==> src/rtl/piso_tx_scheduler.sv <==
// Round-robin scheduler sharing one MSB-first parallel-in/serial-out path among NREQ requesters.
// Latency: first serial bit in the cycle after the grant edge; word period WIDTH+2 (WIDTH+3 with parity).
// Backpressure: requests are sampled only in IDLE; a requester waits, holding req, until its one-cycle ack.
// Optional feature: define PISO_TX_PARITY_EN to append an even-parity bit after the data bits.
module piso_tx_scheduler #(
    parameter int WIDTH = 4,
    parameter int NREQ  = 3,
    parameter int IDW   = 2
) (
    input  logic                  clk,
    input  logic                  rst,
    input  logic [NREQ-1:0]       req,
    input  logic [NREQ*WIDTH-1:0] din,
    output logic [NREQ-1:0]       ack,
    output logic [IDW-1:0]        gnt_id,
    output logic                  busy,
    output logic                  sdata,
    output logic                  sdata_valid,
    output logic                  done
);

    localparam int CW = $clog2(WIDTH);

`ifdef PISO_TX_PARITY_EN
    typedef enum logic [1:0] {S_IDLE, S_SHIFT, S_PARITY, S_DONE} state_t;
`else
    typedef enum logic [1:0] {S_IDLE, S_SHIFT, S_DONE} state_t;
`endif

    state_t           state_q, state_d;
    logic [WIDTH-1:0] shift_q, shift_d;
    logic [CW-1:0]    cnt_q, cnt_d;
    logic [IDW-1:0]   rr_q, rr_d;
    logic [IDW-1:0]   gnt_q, gnt_d;
    logic [NREQ-1:0]  ack_q, ack_d;
`ifdef PISO_TX_PARITY_EN
    logic             par_q, par_d;
`endif

    logic             found_hi, found_lo;
    logic [IDW-1:0]   hi_idx, lo_idx, win_idx;
    logic [WIDTH-1:0] win_word;

    // Round-robin pick: lowest requester at or above the pointer, else lowest overall (wrap-around).
    always_comb begin
        found_hi = 1'b0;
        found_lo = 1'b0;
        hi_idx   = '0;
        lo_idx   = '0;
        win_word = '0;
        for (int i = 0; i < NREQ; i++) begin
            if (req[i] && !found_hi && (IDW'(i) >= rr_q)) begin
                found_hi = 1'b1;
                hi_idx   = IDW'(i);
            end
            if (req[i] && !found_lo) begin
                found_lo = 1'b1;
                lo_idx   = IDW'(i);
            end
        end
        win_idx = found_hi ? hi_idx : lo_idx;
        for (int i = 0; i < NREQ; i++) begin
            if (win_idx == IDW'(i)) begin
                win_word = din[i*WIDTH +: WIDTH];
            end
        end
    end

    // Next-state logic: capture the winner in IDLE, shift in SHIFT, one-cycle DONE gap.
    always_comb begin
        state_d = state_q;
        shift_d = shift_q;
        cnt_d   = cnt_q;
        rr_d    = rr_q;
        gnt_d   = gnt_q;
        ack_d   = '0;
`ifdef PISO_TX_PARITY_EN
        par_d   = par_q;
`endif
        case (state_q)
            S_IDLE: begin
                if (found_lo) begin
                    shift_d = win_word;
                    cnt_d   = '0;
                    gnt_d   = win_idx;
                    ack_d   = NREQ'(1) << win_idx;
                    rr_d    = (win_idx == IDW'(NREQ-1)) ? '0 : win_idx + IDW'(1);
`ifdef PISO_TX_PARITY_EN
                    par_d   = ^win_word;
`endif
                    state_d = S_SHIFT;
                end
            end
            S_SHIFT: begin
                shift_d = {shift_q[WIDTH-2:0], 1'b0};
                cnt_d   = cnt_q + CW'(1);
                if (cnt_q == CW'(WIDTH-1)) begin
`ifdef PISO_TX_PARITY_EN
                    state_d = S_PARITY;
`else
                    state_d = S_DONE;
`endif
                end
            end
`ifdef PISO_TX_PARITY_EN
            S_PARITY: state_d = S_DONE;
`endif
            S_DONE:   state_d = S_IDLE;
            default:  state_d = S_IDLE;
        endcase
    end

    // State registers; reset abandons any word in flight and re-homes the pointer.
    always_ff @(posedge clk or negedge rst) begin
        if (!rst) begin
            state_q <= S_IDLE;
            shift_q <= '0;
            cnt_q   <= '0;
            rr_q    <= '0;
            gnt_q   <= '0;
            ack_q   <= '0;
`ifdef PISO_TX_PARITY_EN
            par_q   <= 1'b0;
`endif
        end else begin
            state_q <= state_d;
            shift_q <= shift_d;
            cnt_q   <= cnt_d;
            rr_q    <= rr_d;
            gnt_q   <= gnt_d;
            ack_q   <= ack_d;
`ifdef PISO_TX_PARITY_EN
            par_q   <= par_d;
`endif
        end
    end

    // Outputs decoded from registered state only, so they drop with reset immediately.
    always_comb begin
        busy        = (state_q != S_IDLE);
        done        = (state_q == S_DONE);
        sdata_valid = 1'b0;
        sdata       = 1'b0;
        if (state_q == S_SHIFT) begin
            sdata_valid = 1'b1;
            sdata       = shift_q[WIDTH-1];
        end
`ifdef PISO_TX_PARITY_EN
        if (state_q == S_PARITY) begin
            sdata_valid = 1'b1;
            sdata       = par_q;
        end
`endif
    end

    assign ack    = ack_q;
    assign gnt_id = gnt_q;

endmodule

==> config.mk <==
export PLATFORM = sky130hd
export DESIGN_NAME = piso_tx_scheduler
export DESIGN_NICKNAME = d
export VERILOG_FILES = /design/src/rtl/piso_tx_scheduler.sv
export SDC_FILE = /design/constraint.sdc
export NUM_CORES = 1
export LEC_CHECK = 0
export CORE_UTILIZATION = 45
export CTS_BUF_LIST = sky130_fd_sc_hd__clkbuf_8
export DETAILED_ROUTE_END_ITERATION = 10
export PLACE_DENSITY = 0.79
export SLEW_MARGIN = 20
export SYNTH_ARGS = -nofsm -noshare
export SYNTH_HDL_FRONTEND = slang
export SYNTH_SLANG_ARGS = --single-unit
==> constraint.sdc <==
create_clock -name clk -period 4.6 [get_ports clk]
set_input_delay 0.92 -clock clk [delete_from_list [all_inputs] [get_ports clk]]
set_output_delay 0.92 -clock clk [all_outputs]
set_load 0.03 [all_outputs]
=== Word-level counts from Yosys, hierarchy flattened ===
Index checks and enable logic that the tools add are counted.

* Register bits: 15
* Input port bits: 17
* Output and inout port bits: 9

* $add $sub $neg: 2
* Magnitude comparators: 3
* Equality and inequality tests: 7
* Shift-type cells: 1
* Mux-type cells: 26
* Reductions and logical operators: 18

{| class="wikitable"
|+ Operator list
! cell !! count
|-
| 2-to-1 mux 4 bit || 4
|-
| 2-to-1 mux 2 bit || 7
|-
| 2-to-1 mux 1 bit || 10
|-
| one-hot mux 2 bit (2 select lines) || 2
|-
| one-hot mux 4 bit (2 select lines) || 1
|-
| logical AND 1 bit || 7
|-
| == test 2 bit (second input constant) || 3
|-
| 2-to-1 mux 3 bit || 2
|-
| AND reduction 2 bit || 3
|-
| adder 2 x 1 -> 2 bit (second input constant) || 2
|-
| == test 2 x 1 -> 1 bit (second input constant) || 2
|-
| >= comparator 1 x 2 -> 1 bit (first input constant) || 2
|-
| zero test 1 bit || 4
|-
| zero test 2 bit || 2
|-
| != test 2 bit (second input constant) || 2
|-
| nonzero test 2 bit || 2
|-
| left shift 1 x 2 -> 3 bit (first input constant) || 1
|-
| >= comparator 2 bit (first input constant) || 1
|}

=== Longest topological paths before layout ===
* Word-level depth: 18
* Mapped depth: 6
* Mapped depth without buffers: 5

=== Worst setup path after synthesis ===
Ideal clock, no wire load.

* Kind: flip-flop to output port
* Start: register state_q[1]
* End: output port sdata
* Arrival time: 1.113 ns
* Path slack: 2.567 ns
* Stages on the path, launching flop included: 4
* Cells stage by stage: dfrtp_1 nand2b_1 inv_2 and2_1

* Longest elaborated chain between the ends: 2

{| class="wikitable"
|+ Ends and longest elaborated chain
! what !! RTL line !! text
|-
| start, declared || 30 || <nowiki>state_t state_q, state_d;</nowiki>
|-
| start signal, assigned || 126 || <nowiki>state_q <= state_d;</nowiki>
|-
| == test 2 x 1 -> 1 bit || 144 || <nowiki>if (state_q == S_SHIFT) begin</nowiki>
|-
| 2-to-1 mux 1 bit || 144 ||
|-
| end, declared || 17 || <nowiki>output logic sdata,</nowiki>
|}

No other way between the ends.

=== Final worst setup path ===
Same ends and word-level chain as after synthesis.

==> results.sh <==
export IMPL_root_buffer="clkbuf_8"
export IMPL_layout_area_overhead_vs_synth_pct=40.5
export IMPL_clock_fmax_mhz=360
export IMPL_numClockSinks=15
export IMPL_met3_length_um=60
export IMPL_h_tree_depth=1
export IMPL_stdcell_count=118
export IMPL_grt_pass1_vias=684
export IMPL_hold_viol_final=0
export IMPL_critPathKind="reg -> out"
export IMPL_die_height_um=43.2
export IMPL_hpwl_um=1340
export IMPL_dp_slack_ps=1910
export IMPL_finalInstanceArea_um2=1070
export IMPL_finalCritPeriodShare=0.603
export IMPL_clk_latency_ps=240
export IMPL_drtPass1Iterations=4
export IMPL_postCtsHoldBufs=0
export IMPL_met2_length_um=871
export IMPL_grt_start_max_net_pins=16
export IMPL_async_flop_share=1.00
export IMPL_n_fill_cell=126
export IMPL_crit_required_ps=3680
export IMPL_critPathMaxFanout=7
export IMPL_synth_top_area_cell="dfrtp_1"
export IMPL_die_w_um=43.2
export IMPL_via_per_inst=5.61
export IMPL_ant_nets=0
export IMPL_synthCells=74
export IMPL_regArea_um2=375
export IMPL_synth_ff_type="dfrtp_1"
export IMPL_dr_total_vias=662
export IMPL_post_cts_buffers=0
export IMPL_met1_length_um=759
export IMPL_fin_util=0.696
export IMPL_period_minus_slack_ps=2770
export IMPL_whs_ps=483
export IMPL_whs_path_depth=1
export IMPL_slew_violations=0
export IMPL_p_per_area_nw_per_um2=666
export IMPL_drc=0
export IMPL_multi_input_area_um2=347
export IMPL_power_frac_seq=0.325
export IMPL_syn_nets=92
export IMPL_synth_warnings=0
export IMPL_place_congestion=0.751
export IMPL_io_pins=26
export IMPL_worst_pin_slew_ps=637
export IMPL_synth_most_common_cell="dfrtp_1"
export IMPL_synth_seq_area_share=0.492
export IMPL_cts_tree="yes"
export IMPL_post_drt_wl_per_cell_um=14.5
export IMPL_placed_cells=114
export IMPL_cap_viol_max_count=0
export IMPL_place_area_um2=1030
export IMPL_rsz0062_at_grt="no"
export IMPL_antenna_found_initial=0
export IMPL_switching_share=0.415
export IMPL_synth_seq_cells=15
export IMPL_setup_slack_ps=1830
export IMPL_finalClockSkew_ps=3.35
export IMPL_relSlewSlack=0.574
export IMPL_grt_pass1_wl_um=2880
export IMPL_top_layer="met4"
export IMPL_final_layout_size_suffix_gt1_frac=0.108
export IMPL_synth_commonest_cells="dfrtp_1, inv_1, o21ai_1"
export IMPL_ys_types=28
export IMPL_synth_top_cell_area_share=0.492
export IMPL_rr_worst_depth=5
export IMPL_grt_overflow_total=0
export IMPL_p_comb_frac=0.528
export IMPL_drtIter0Drc=10
export IMPL_io_buffers=25
export IMPL_drt_wl_total_um=1720
export IMPL_ir_drop_v=0.000366
export IMPL_layout_nets=121
export IMPL_die_area_um2=1860
export IMPL_start_util=0.495
export IMPL_outcome="complete, no violations"
export IMPL_syn_cell_area_um2=763
export IMPL_core_um2=1540
export IMPL_timing_final_setup_violations=0
export IMPL_n_antenna_cell=0
export IMPL_p_int_uw=418
export IMPL_critPathArrivalTime_ps=1850
export IMPL_cts_resized=0
export IMPL_netlist_top_cells_area="dfrtp_1, o21ai_1, inv_1"
export IMPL_hp_class="reg -> reg"
export IMPL_clkSlewWorstSetupHoldPaths_ps=60
export IMPL_power_total_uw=714
export IMPL_power_net_switching_uw=297
export IMPL_avgSynthCellArea_um2=10.3
export IMPL_grt_total_usage=0.209
export IMPL_worstSetupEndpointType="output port"
export IMPL_tns_ps=0
export IMPL_power_share_clock=0.147
export IMPL_leakage_nw=0.490
export IMPL_synth_edf_count=0
export IMPL_cts_buffers=3
export IMPL_cts_buffer_depth=2
export IMPL_fp_row_count=14
export IMPL_start_kind="flop"
-- power by group through the flow --
stage	Clock, mW	Sequential (mW)	Combinational (mW)
floorplan	0	0.250	0.241
global placement	0	0.231	0.371
detailed placement	0	0.233	0.379
CTS	0.108	0.232	0.381
global route	0.115	0.239	0.407
finish	0.105	0.232	0.377
-- critical path, stage by stage, from the launching register on --
cell	delay [ps]
dfrtp_1	400
nand2b_1	250
inv_2	170
and2_1	140
clkdlybuf4s50_1	660
-- cell type report --
type / instances / share of cell area
flip-flops and latches: 15 / 0.350
multi-input cells: 49 / 0.323
inverters: 9 / 0.0315
repair buffers: 25 / 0.233
well taps: 16 / 0.0187
clock buffers: 3 / 0.0385
clock inverters: 1 / 0.00467
-- placed cells by master (no fill, tap or decap), drive strengths merged, types with 2 or more instances in the layout --
master         count
clkdlybuf4s50     25
dfrtp             15
inv                9
o21ai              9
nor2b              4
a21oi              4
nand2              4
a221oi             4
a21o               3
a22o               3
clkbuf             3
and2               3
nor2               3
nand3              2
nand2b             2
-- cells by family (layout without fill, tap and decap cells) --
logic type | count (synthesis) | count (layout) | share of synthesized area
buffers and inverters | 10 | 38 | 0.0541
AND/OR/NAND/NOR | 19 | 19 | 0.146
AO/OA/AOI/OAI | 29 | 29 | 0.292
flip-flops | 15 | 15 | 0.492
adder cells (fa/ha/maj) | 1 | 1 | 0.0164
-- sequential cells by signal, indices dropped and copies added (netlist names) --
name	count
ack	3
cnt_q	2
gnt_id	2
rr_q	2
shift_q	4
state_q	2
-- worst paths after layout --
check                                start  slack (ps)    endpoint
worst min-delay path              cnt_q[0]         480    cnt_q[0]
worst max register to register     rr_q[0]        2960  shift_q[3]
worst max-delay path            state_q[1]        1830       sdata
worst min register to register    cnt_q[0]         480    cnt_q[0]
min in group asynchronous              rst        1070      ack[0]
max in group asynchronous              rst        3120      ack[2]
-- per-layer routing --
metal / track usage / vias up
li1: - / 324
met1: 0.270 / 316
met2: 0.331 / 18
met3: 0.0383 / 4
met4: 0.109 / 0
met5: 0 / -
Power figures use the tool's default switching activity.
